$ cat src/rtl/wbq_pkg.sv
// Shared types and constants for the writeback queue: default register-file
// geometry, the queue entry layout and the pointer-width helper.
package wbq_pkg;

  localparam int unsigned WBQ_AW = 4;
  localparam int unsigned WBQ_DW = 20;

  typedef struct packed {
    logic [WBQ_AW-1:0] addr;
    logic [WBQ_DW-1:0] data;
  } wbq_entry_t;

  function automatic int unsigned wbq_ptr_w(input int unsigned depth);
    return (depth > 1) ? $clog2(depth) : 1;
  endfunction

endpackage

$ cat src/rtl/wbq_lookup.sv
// Youngest-match search over the valid queue entries for one read address.
// Purely combinational; an entry is valid when its age offset from head < count.
module wbq_lookup
  import wbq_pkg::*;
#(
  parameter int unsigned DEPTH = 4,
  parameter int unsigned AW    = WBQ_AW,
  parameter int unsigned DW    = WBQ_DW,
  parameter int unsigned PW    = wbq_ptr_w(DEPTH),
  parameter int unsigned CW    = $clog2(DEPTH) + 1
) (
  input  logic [AW-1:0] addr_arr [DEPTH],
  input  logic [DW-1:0] data_arr [DEPTH],
  input  logic [PW-1:0] head,
  input  logic [CW-1:0] count,
  input  logic [AW-1:0] rd_addr,
  output logic          hit,
  output logic [DW-1:0] data
);

  logic [PW-1:0] idx;

  // Walk oldest to youngest so later (younger) matches overwrite earlier ones.
  always_comb begin
    hit  = 1'b0;
    data = '0;
    idx  = '0;
    for (int unsigned i = 0; i < DEPTH; i++) begin
      idx = head + PW'(i);
      if ((CW'(i) < count) && (addr_arr[idx] == rd_addr)) begin
        hit  = 1'b1;
        data = data_arr[idx];
      end
    end
  end

endmodule

$ cat src/rtl/writeback_queue.sv
// In-order writeback FIFO feeding the 16 x 20-bit register file write port.
// Bypass lookup is compiled in only when WRITEBACK_QUEUE_BYPASS_EN is defined.
module writeback_queue
  import wbq_pkg::*;
#(
  parameter int unsigned DEPTH = 4,
  parameter int unsigned AW    = WBQ_AW,
  parameter int unsigned DW    = WBQ_DW
) (
  input  logic                     clock,
  input  logic                     reset,
  input  logic                     in_valid,
  output logic                     in_ready,
  input  logic [AW-1:0]            in_addr,
  input  logic [DW-1:0]            in_data,
  input  logic                     drain_en,
  input  logic                     flush,
  output logic                     rf_we,
  output logic [AW-1:0]            rf_waddr,
  output logic [DW-1:0]            rf_wdata,
  output logic [$clog2(DEPTH):0]   count,
  input  logic [AW-1:0]            rd_addr1,
  input  logic [AW-1:0]            rd_addr2,
  output logic                     byp_hit1,
  output logic [DW-1:0]            byp_data1,
  output logic                     byp_hit2,
  output logic [DW-1:0]            byp_data2
);

  localparam int unsigned PW = wbq_ptr_w(DEPTH);
  localparam int unsigned CW = $clog2(DEPTH) + 1;
  localparam logic [CW-1:0] FULL_CNT = CW'(DEPTH);

  logic [PW-1:0] head_q, head_d, tail_q, tail_d;
  logic [CW-1:0] count_q, count_d;
  logic [AW-1:0] addr_q [DEPTH];
  logic [AW-1:0] addr_d [DEPTH];
  logic [DW-1:0] data_q [DEPTH];
  logic [DW-1:0] data_d [DEPTH];
  logic [AW-1:0] last_addr_q, last_addr_d;
  logic [DW-1:0] last_data_q, last_data_d;
  logic          push, pop;

  assign in_ready = (count_q < FULL_CNT) & ~flush;
  assign rf_we    = (count_q != '0) & drain_en & ~flush & ~reset;
  assign push     = in_valid & in_ready;
  assign pop      = rf_we;
  assign count    = count_q;

  // When empty the write port shows the last popped entry, not the stale slot at head.
  assign rf_waddr = (count_q != '0) ? addr_q[head_q] : last_addr_q;
  assign rf_wdata = (count_q != '0) ? data_q[head_q] : last_data_q;

  always_comb begin
    head_d      = head_q;
    tail_d      = tail_q;
    count_d     = count_q;
    addr_d      = addr_q;
    data_d      = data_q;
    last_addr_d = last_addr_q;
    last_data_d = last_data_q;
    if (flush) begin
      head_d  = '0;
      tail_d  = '0;
      count_d = '0;
    end else begin
      if (push) begin
        addr_d[tail_q] = in_addr;
        data_d[tail_q] = in_data;
        tail_d         = tail_q + PW'(1);
      end
      if (pop) begin
        last_addr_d = addr_q[head_q];
        last_data_d = data_q[head_q];
        head_d      = head_q + PW'(1);
      end
      case ({push, pop})
        2'b10:   count_d = count_q + CW'(1);
        2'b01:   count_d = count_q - CW'(1);
        default: count_d = count_q;
      endcase
    end
  end

  always_ff @(posedge clock) begin
    if (reset) begin
      head_q      <= '0;
      tail_q      <= '0;
      count_q     <= '0;
      last_addr_q <= '0;
      last_data_q <= '0;
      for (int unsigned i = 0; i < DEPTH; i++) begin
        addr_q[i] <= '0;
        data_q[i] <= '0;
      end
    end else begin
      head_q      <= head_d;
      tail_q      <= tail_d;
      count_q     <= count_d;
      last_addr_q <= last_addr_d;
      last_data_q <= last_data_d;
      addr_q      <= addr_d;
      data_q      <= data_d;
    end
  end

`ifdef WRITEBACK_QUEUE_BYPASS_EN
  wbq_lookup #(.DEPTH(DEPTH), .AW(AW), .DW(DW), .PW(PW), .CW(CW)) u_lookup1 (
    .addr_arr (addr_q),
    .data_arr (data_q),
    .head     (head_q),
    .count    (count_q),
    .rd_addr  (rd_addr1),
    .hit      (byp_hit1),
    .data     (byp_data1)
  );

  wbq_lookup #(.DEPTH(DEPTH), .AW(AW), .DW(DW), .PW(PW), .CW(CW)) u_lookup2 (
    .addr_arr (addr_q),
    .data_arr (data_q),
    .head     (head_q),
    .count    (count_q),
    .rd_addr  (rd_addr2),
    .hit      (byp_hit2),
    .data     (byp_data2)
  );
`else
  logic unused_rd_addr;
  assign unused_rd_addr = ^{rd_addr1, rd_addr2};
  assign byp_hit1  = 1'b0;
  assign byp_data1 = '0;
  assign byp_hit2  = 1'b0;
  assign byp_data2 = '0;
`endif

endmodule

$ cat config.mk
export PLATFORM = sky130hd
export DESIGN_NAME = writeback_queue
export DESIGN_NICKNAME = d
export VERILOG_FILES = /design/src/rtl/wbq_pkg.sv /design/src/rtl/wbq_lookup.sv /design/src/rtl/writeback_queue.sv
export SDC_FILE = /design/constraint.sdc
export NUM_CORES = 1
export LEC_CHECK = 0
export CORE_AREA = 2 2 101 103
export CTS_CLUSTER_SIZE = 16
export DETAILED_ROUTE_END_ITERATION = 8
export DIE_AREA = 0 0 103 105
export DONT_BUFFER_PORTS = 1
export PLACE_DENSITY = 0.75
export SYNTH_ARGS = -nofsm -noshare
export SYNTH_HDL_FRONTEND = slang
export SYNTH_HIERARCHICAL = 1
export SYNTH_SLANG_ARGS = --single-unit
$ cat constraint.sdc
create_clock -name clock -period 3.19 [get_ports clock]
set_input_delay 0.4785 -clock clock [delete_from_list [all_inputs] [get_ports clock]]
set_output_delay 0.4785 -clock clock [all_outputs]
set_load 0.01 [all_outputs]
; Word level (Yosys, flattened, before mapping)
; Cells that the tools add are included.
[word_totals]
reg_bits = 127
input_bits = 37
output_inout_bits = 71
[classes]
addsub = 4
order_cmp = 4
eq_ne = 2
mux = 15
bitwise_logic = 9
reduce_logical = 6
[op_table]
columns = op, n
row1 = 80-bit bitwise mux, 1
row2 = 20-bit two-way mux, 4
row3 = 20-bit binary-select mux with 2-bit select, 1
row4 = 20-bit demux with 2-bit select, 1
row5 = 16-bit bitwise mux, 1
row6 = 4-bit two-way mux, 4
row7 = 4-bit binary-select mux with 2-bit select, 1
row8 = 4-bit demux with 2-bit select, 1
row9 = "3-bit >= comparator, second input constant", 2
row10 = 2-bit inverter with 3-bit output, 2
row11 = 3-bit one-hot mux with 2 select lines, 1
row12 = 1-bit AND, 5
row13 = "2-bit by 1-bit adder with 2-bit output, second input constant", 2
row14 = 2-bit AND reduction, 2
row15 = "3-bit by 1-bit adder with 3-bit output, second input constant", 1
row16 = "3-bit by 1-bit less-than comparator with 1-bit output, second input constant", 1
row17 = "3-bit less-than comparator, second input constant", 1
row18 = 3-bit nonzero test, 1
row19 = "3-bit by 1-bit subtractor with 3-bit output, second input constant", 1
row20 = "2-bit by 1-bit equality test with 1-bit output, second input constant", 1
row21 = "2-bit equality test, second input constant", 1
row22 = 1-bit inverter, 2
row23 = 2-bit nonzero test, 1
row24 = 2-bit OR reduction, 1
row25 = 1-bit logical AND, 1

; Logic depth before layout (Yosys ltp)
; Gate-level depths: netlist of run 1.
[logic_depth]
word_depth = 6
ltp_mapped = 11

; Worst setup path before layout of run 1
; Ideal clock, no wire load.
[synth_path]
kind = in2reg
startpoint = input port reset
endpoint = register count_q[2], in the netlist count[2]
arrival_time_ps = 2559
required_time_ps = 3120
setup_slack_ps = 561
cell_stages = 11
path_buffers = 3
cell_sequence = buf_6 or2_1 buf_6 nor3b_4 buf_6 ha_1 inv_1 fa_1 xor2_1 or3_1 a21oi_1
[synth_via]
elab_chain_cells = 4
elab_cells_between_ends = 7
[synth_lines]
columns = element, line_no
row1 = "start, declared", writeback_queue.sv:11  ; input logic reset,
row2 = 1-bit inverter (*), writeback_queue.sv:45  ; assign rf_we = (count_q != '0) & drain_en & ~flush & ~reset;
row3 = 1-bit AND (*), writeback_queue.sv:45
row4 = named net rf_we, writeback_queue.sv:18  ; output logic rf_we,
row5 = 2-bit by 1-bit equality test with 1-bit output or 2-bit equality test (tied branches), writeback_queue.sv:77  ; case ({push, pop})
row6 = 3-bit one-hot mux with 2 select lines or 2-bit nonzero test (tied branches), -
row7 = "end signal, assigned", writeback_queue.sv:99  ; count_q <= count_d;
row8 = "end, declared", writeback_queue.sv:35  ; logic [CW-1:0] count_q, count_d;
; The timed path passes the listed nets; every way through them passes the cells marked *.
; A chain may end at the register's enable or synchronous reset.

; Worst setup path after layout of run 1
[layout_path]
startpoint = register head_q[0]
endpoint = output port rf_waddr[2]
[layout_via]
elab_chain_cells = 5
[layout_lines]
columns = element, line_no
row1 = "start, declared", writeback_queue.sv:34  ; logic [PW-1:0] head_q, head_d, tail_q, tail_d;
row2 = "start signal, assigned", writeback_queue.sv:87  ; head_q <= '0;
row3 = "start signal, assigned", writeback_queue.sv:97  ; head_q <= head_d;
row4 = 2-bit inverter with 3-bit output (not written as such), writeback_queue.sv:51  ; assign rf_waddr = (count_q != '0) ? addr_q[head_q] : last_addr_q;
row5 = 4-bit binary-select mux with 2-bit select, writeback_queue.sv:51
row6 = 4-bit two-way mux (not written as such) (2 in series), writeback_queue.sv:51
row7 = 4-bit two-way mux, writeback_queue.sv:51
row8 = "end, declared", writeback_queue.sv:19  ; output logic [AW-1:0] rf_waddr,
; Every way passes these cells. The select of a mux whose other input is x is not followed.

==> results_dict.tcl, run 1 <==
set metrics [dict create \
    gp_congestion 0.722 \
    boundaryPins 108 \
    clockBufferDepth 2 \
    pwr-share-clk 0.511 \
    dieArea_um2 10800 \
    worst_hold_path.num_cells 1 \
    first_pass_iters 5 \
    wirelength_um 13000 \
    synth_cell_types 30 \
    yosysWarnings 6 \
    swShare 0.211 \
    clkSinkCount 127 \
    min_period_ns 2.77 \
    p_seq_frac 0.447 \
    drt-wirelength-per-cell_um 17.2 \
    cp.required_ns 2.71 \
    layout-drive-gt1-share 0.153 \
    route.detailed.drc 0 \
    min_path_type "in -> reg" \
    max-cap-violations 0 \
    start_util 0.594 \
    hpwl_um 7520 \
    netlist_area_um2 5730 \
    finalSetupViolations 0 \
    cp-end-kind "primary output" \
    holdCritStartpoint "reset" \
    grt_pass1_vias 4198 \
    viasPerCell 5.69 \
    clock_latency_ns 0.53 \
    rsz0062_at_grt "no" \
    leakagePower_nw 2.21 \
    vias 4288 \
    cpPeakStageDelay_ns 0.62 \
    cts_hold_repair.buffers 0 \
    portBuffers 0 \
    clk_pin_slew_ns 0.06 \
    cts_resized 0 \
    worst_hold_slack_ns 0.0395 \
    cts_inserted_buffers 17 \
    hold_viol_final 0 \
    area_growth_pct 8.50 \
    finalSetupTns_ns 0 \
    grt.total_usage 0.247 \
    slowest_stage "dfxtp_1" \
    num_antenna_cells 0 \
    antenna_found_initial 0 \
    critical_path.startpoint_type "flip-flop" \
    worstPathArrival_ns 2.29 \
    period_share 0.868 \
    intPower_mw 2.86 \
    p_comb_frac 0.042 \
    synth_seq_cells 127 \
    die-height_um 105 \
    postCtsSetupBuffers 0 \
    h-tree-depth 4 \
    yosysSeqAreaShare 0.444 \
    cts_tree "done" \
    netlist_instances 626 \
    fin_skew_ns 0.00698 \
    yosys.area.top_type "dfxtp_1" \
    rows 36 \
    die_w_um 103 \
    fin_util 0.645 \
    grt-ovfl-total 0 \
    cts_root_buf "clkbuf_8" \
    drtIter0Drc 352 \
    placeableCoreArea_um2 9640 \
    r2r_start "count[2]" \
    rr_worst_depth 9 \
    cp_max_fo 19 \
    p_sw_uw 767 \
    rrSetupSlack_ns 1.00 \
    grt_pass1_wl_um 20500 \
    final_nets 653 \
    seq_area_um2 2540 \
    reg2reg_to "count[2]" \
    whs_endpoint "addr_q[9]" \
    fillers 767 \
    status "complete, no violations" \
    crit_type "reg -> out" \
    yosys.area.top_type_share 0.444 \
    power_per_cell_area_nw_per_um2 584 \
    maxSlewViolCount 0 \
    multiInputGateArea_um2 2790 \
    fmax_mhz 361 \
    synth_area_leaders "dfxtp_1 (44%), nand2_1 (13%), mux4_2 (9.4%)" \
    vdd_ir_drop_max_mv 0.254 \
    syn_avg_cell_area_um2 9.15 \
    cp_cell_sequence "buf_12 -> mux4_2 -> mux2_2" \
    grt_max_degree 99 \
    ant_nets 0 \
]
-- cells by family after synthesis --
group / Yosys count / share of synthesized area
AOI/OAI and AO/OA: 126 / 0.128
buffers and inverters: 98 / 0.107
other: 1 / 0.000655
and+or+nand+nor: 214 / 0.156
xor gates and xnor gates: 5 / 0.00764
adders and majority gates: 6 / 0.0144
DFF: 127 / 0.444
muxes: 49 / 0.143
-- layout by cell type (no fill, tap or decap) --
master           n
nor4bb_4         4
mux2i_1          1
buf_4           14
clkinvlp_4       1
a21oi_1         98
nor2b_1          1
conb_1          42
mux2_2          24
dlygate4sd3_1    1
nand2_1        193
ha_1             5
clkinv_2         3
fa_1             1
nand4bb_1        4
nor3_4           1
xnor2_1          2
or2_1            1
clkbuf_8         2
o31a_1           1
inv_1            6
a21oi_2          1
nor3b_4          1
dfxtp_1        127
clkbuf_1         5
bufinv_16        3
or3_1            1
a22o_1          24
mux4_2          24
o311ai_1         1
xor2_1           3
o21ai_0          1
clkbuf_16       16
buf_12           1
nor2_1           8
-- worst max path at each step --
stage | from | to | cells past startpoint
finish | head_q[0] | rf_waddr[2] | 3
global route | head_q[0] | rf_waddr[2] | 3
CTS | head_q[0] | rf_waddr[2] | 3
detailed placement | flush | count[2] | 8
global placement | flush | count[2] | 8
floorplan | reset | count[2] | 11
-- cell usage after synthesis, drive strengths merged --
library cell / count
clkbuf: 22
or3: 1
nor2b: 1
mux2i: 1
nor3b: 1
o21ai: 1
or2: 1
xnor2: 2
inv: 6
conb: 1
a21oi: 99
nor3: 1
o31a: 1
xor2: 3
nand4bb: 4
fa: 1
mux2: 24
dfxtp: 127
ha: 5
nor4bb: 4
buf: 70
o311ai: 1
nand2: 193
mux4: 24
a22o: 24
nor2: 8
-- sequential cells by signal (all words and copies together), names as in the netlist --
signal,cells
data_q,80
last_data_q,20
addr_q,16
last_addr_q,4
count,3
head_q,2
tail_q,2
-- area by class of cell --
| cell class | instances | area share |
|---|---|---|
| clock buffer | 23 | 0.0719 |
| multi-input combinational | 442 | 0.449 |
| sequential | 127 | 0.409 |
| inverter | 6 | 0.00362 |
| clock inverter | 7 | 0.0181 |
| timing repair buffer | 16 | 0.0217 |
| tap | 133 | 0.0268 |
-- per-layer routing --
metal / global-route usage / up-vias / wire [um]
met4: 0.0977 / 0 / 262
li1: - / 1999 / -
met1: 0.281 / 2073 / 4940
met5: 0 / - / 0
met3: 0.0970 / 25 / 1270
met2: 0.411 / 191 / 6510
-- metrics by stage --
stage / setup slack [ns] / cells / total power, mW / cell area [um2]
after global routing: 0.327 / 754 / 3.74 / 6220
final: 0.422 / 754 / 3.63 / 6220
after detailed placement: 0.791 / 723 / 1.81 / 5650
after CTS: 0.402 / 753 / 3.64 / 6210
after global placement: 0.846 / 723 / 1.80 / 5650
after floorplan: 0.561 / 667 / 1.83 / 5880
-- worst max-delay path: cells and delay by family (launching register included) --
family | cells | cell delay (ns)
mux | 2 | 0.89
flops | 1 | 0.62
buf+inv | 1 | 0.25
-- power by group through the flow --
stage	combinational [mW]	clock, mW	sequential [mW]
2_1_floorplan	0.179	0	1.65
6_report	0.153	1.86	1.62
5_1_grt	0.166	1.95	1.63
3_3_place_gp	0.144	0	1.66
4_1_cts	0.150	1.87	1.62
3_5_place_dp	0.149	0	1.66
(Power assumes the default switching activity.)
==> run 2: changes to the inputs <==
--- a/config.mk
+++ b/config.mk
@@ -5,11 +5,13 @@
 export SDC_FILE = /design/constraint.sdc
 export NUM_CORES = 1
 export LEC_CHECK = 0
-export CORE_AREA = 2 2 101 103
+export ABC_AREA = 1
+export CORE_AREA = 2 2 111 113
 export CTS_CLUSTER_SIZE = 16
 export DETAILED_ROUTE_END_ITERATION = 8
-export DIE_AREA = 0 0 103 105
+export DIE_AREA = 0 0 113 115
 export DONT_BUFFER_PORTS = 1
+export HOLD_SLACK_MARGIN = 0.06
 export PLACE_DENSITY = 0.75
 export SYNTH_ARGS = -nofsm -noshare
 export SYNTH_HDL_FRONTEND = slang
==> results_dict.tcl, run 2 <==
set metrics [dict create \
    status "finished with violations" \
    violations "design-rule violations" \
    vdd_ir_drop_max_mv 0.269 \
    leakagePower_nw 4.09 \
    rsz0062_at_grt "no" \
    clockBufferDepth 2 \
    synth_most_common_cell "nand2_1" \
    dieArea_um2 13000 \
    power_per_cell_area_nw_per_um2 528 \
    min_path_type "in -> reg" \
    p_comb_frac 0.075 \
    intPower_mw 3.03 \
    start_util 0.592 \
    syn_avg_cell_area_um2 5.95 \
    swShare 0.229 \
    synth-main-ff-cell "dfxtp_1" \
    largest_reg_flops 80 \
    slew_headroom 0.330 \
    drt-wirelength-per-cell_um 12.5 \
    fmax_mhz 400 \
    area_growth_pct 6.47 \
    grt.total_usage 0.258 \
    clock_latency_ns 0.42 \
    cp_common_cell "nand2_1" \
    first_pass_iters 7 \
    rows 40 \
    die_w_um 113 \
    fillers 1162 \
    pwr-share-clk 0.509 \
    layout-drive-gt1-share 0.0489 \
    maxSlewViolCount 0 \
    ant_nets 0 \
    portBuffers 0 \
    regMostFlops "data_q" \
    cts_hold_repair.buffers 0 \
    min_period_ns 2.50 \
    place_ws_ns 1.12 \
    hold_viol_final 0 \
    yosys.area.top_type_share 0.363 \
    synth_seq_cells 127 \
    p_seq_frac 0.415 \
    synth_edf_count 0 \
    final_common_cell "nand2_1" \
    cp_max_fo 28 \
    worst_hold_slack_ns 0.129 \
    max-cap-violations 0 \
    worstPathArrival_ns 2.02 \
    gp_congestion 0.769 \
    crit_type "reg -> out" \
    setup_slack_ns 0.690 \
    mostFrequentLayoutCells "nand2_1 (467), inv_1 (231), dfxtp_1 (127)" \
    cts_resized 0 \
    cp-end-kind "primary output" \
    total_power_mw 3.93 \
    yosys.area.top_type "dfxtp_1" \
    wirelength_um 16400 \
    slowest_stage "dfxtp_1" \
    netlist_area_um2 7000 \
    rrSetupSlack_ns 1.28 \
    ys_top_cells_by_count "nand2_1 (467), inv_1 (231), dfxtp_1 (127)" \
    grt-ovfl-total 0 \
    final_cells 1313 \
    worstMarginPinSlew_ns 1.01 \
    netlist_instances 1176 \
    cts_tree "done" \
    route.detailed.drc 9 \
    yosysWarnings 6 \
    p_sw_uw 903 \
    cts_inserted_buffers 17 \
    antenna_found_initial 0 \
    grt_pass1_vias 5323 \
    boundaryPins 108 \
    period_share 0.784 \
    ys_async_sr_fraction 0 \
    placeableCoreArea_um2 11800 \
    drtIter0Drc 429 \
    postCtsSetupBuffers 0 \
    yosysSeqAreaShare 0.363 \
    final_nets 1196 \
    synth_area_leaders "dfxtp_1 (36%), nand2_1 (25%), inv_1 (12%)" \
    num_antenna_cells 0 \
    critical_path.startpoint_type "flip-flop" \
    cp_cell_sequence "buf_4 -> clkinv_1 -> buf_4 -> nand2_1 -> nand3_1 -> nand2_1 -> nand2_1 -> o21ai_0" \
    cpPeakStageDelay_ns 0.33 \
    vias 6160 \
    placed_cells 1281 \
    largest_registers "data_q (80), last_data_q (20), addr_q (16)" \
    synth_cell_types 23 \
    grt_max_degree 97 \
    cts_root_buf "clkbuf_16" \
    grt_pass1_wl_um 26200 \
    fin_skew_ns 0.00833 \
    clkSinkCount 127 \
    cp.required_ns 2.71 \
    viasPerCell 4.69 \
    clk_pin_slew_ns 0.05 \
    die-height_um 115 \
    finalSetupTns_ns 0 \
    h-tree-depth 4 \
    hpwl_um 9770 \
    finalSetupViolations 0 \
]
[run 2: cell count changes in the layout (fill, tap and decap cells not counted), sizes merged, moves of 24 or more]
cell and delta:
nand2 +276, inv +231, o21ai +27, nand3 +52, mux4 -24, a21oi -70, nor2 +121, mux2 -24
a22o -24
[run 2: kinds of logic after synthesis]
| kind of cell | synth area share |
|---|---|
| and+or+nand+nor | 0.369 |
| adders and majority gates | 0.0118 |
| DFF | 0.363 |
| buffers and inverters | 0.215 |
| other | 0.000536 |
| AOI/OAI and AO/OA | 0.0408 |
[run 2: critical path, delay by kind of cell, from the launching register on]
| kind | cells | cell delay (ns) |
|---|---|---|
| buffers and inverters | 3 | 0.63 |
| AND/OR/NAND/NOR | 4 | 0.42 |
| flip-flops | 1 | 0.33 |
| AO/OA/AOI/OAI | 1 | 0.19 |
[run 2: stage by stage]
stage               cell area [um2]  utilization
global route                   7450        0.631
detailed placement             6840        0.579
finish                         7450        0.631
CTS                            7450        0.631
global placement               6840        0.579
floorplan                      7150            -
[run 2: power by group through the flow]
| stage | clock (mW) | sequential, mW | combinational (mW) |
|---|---|---|---|
| after floorplan | 0 | 1.67 | 0.283 |
| after global placement | 0 | 1.67 | 0.291 |
| after detailed placement | 0 | 1.67 | 0.292 |
| after CTS | 2.02 | 1.63 | 0.296 |
| after global routing | 2.09 | 1.64 | 0.341 |
| final | 2.00 | 1.63 | 0.297 |
[run 2: path summary, 6_finish.rpt]
check                              endpoint  cells past startpoint       start
worst max register to register   data_q[76]                      7    count[2]
worst min register to register   data_q[40]                      2  data_q[40]
worst min-delay path             data_q[41]                      1       reset
worst max-delay path            rf_wdata[0]                      8   head_q[0]
[run 2: area by class of cell]
| type | count | area (um2) | area share |
|---|---|---|---|
| Clock buffer | 27 | 513 | 0.0689 |
| Clock inverter | 5 | 100 | 0.0134 |
| Inverter | 238 | 893 | 0.120 |
| Multi-Input combinational cell | 755 | 3110 | 0.418 |
| Sequential cell | 127 | 2540 | 0.341 |
| Tap cell | 147 | 184 | 0.0247 |
| Timing Repair Buffer | 14 | 105 | 0.0141 |
[run 2: metal layers]
metal	wire length (um)	vias to the layer above	global-route usage
met2	7560	194	0.425
met1	7250	2704	0.331
met5	0	-	0
met3	1220	24	0.0611
met4	330	0	0.0959
li1	-	3238	-
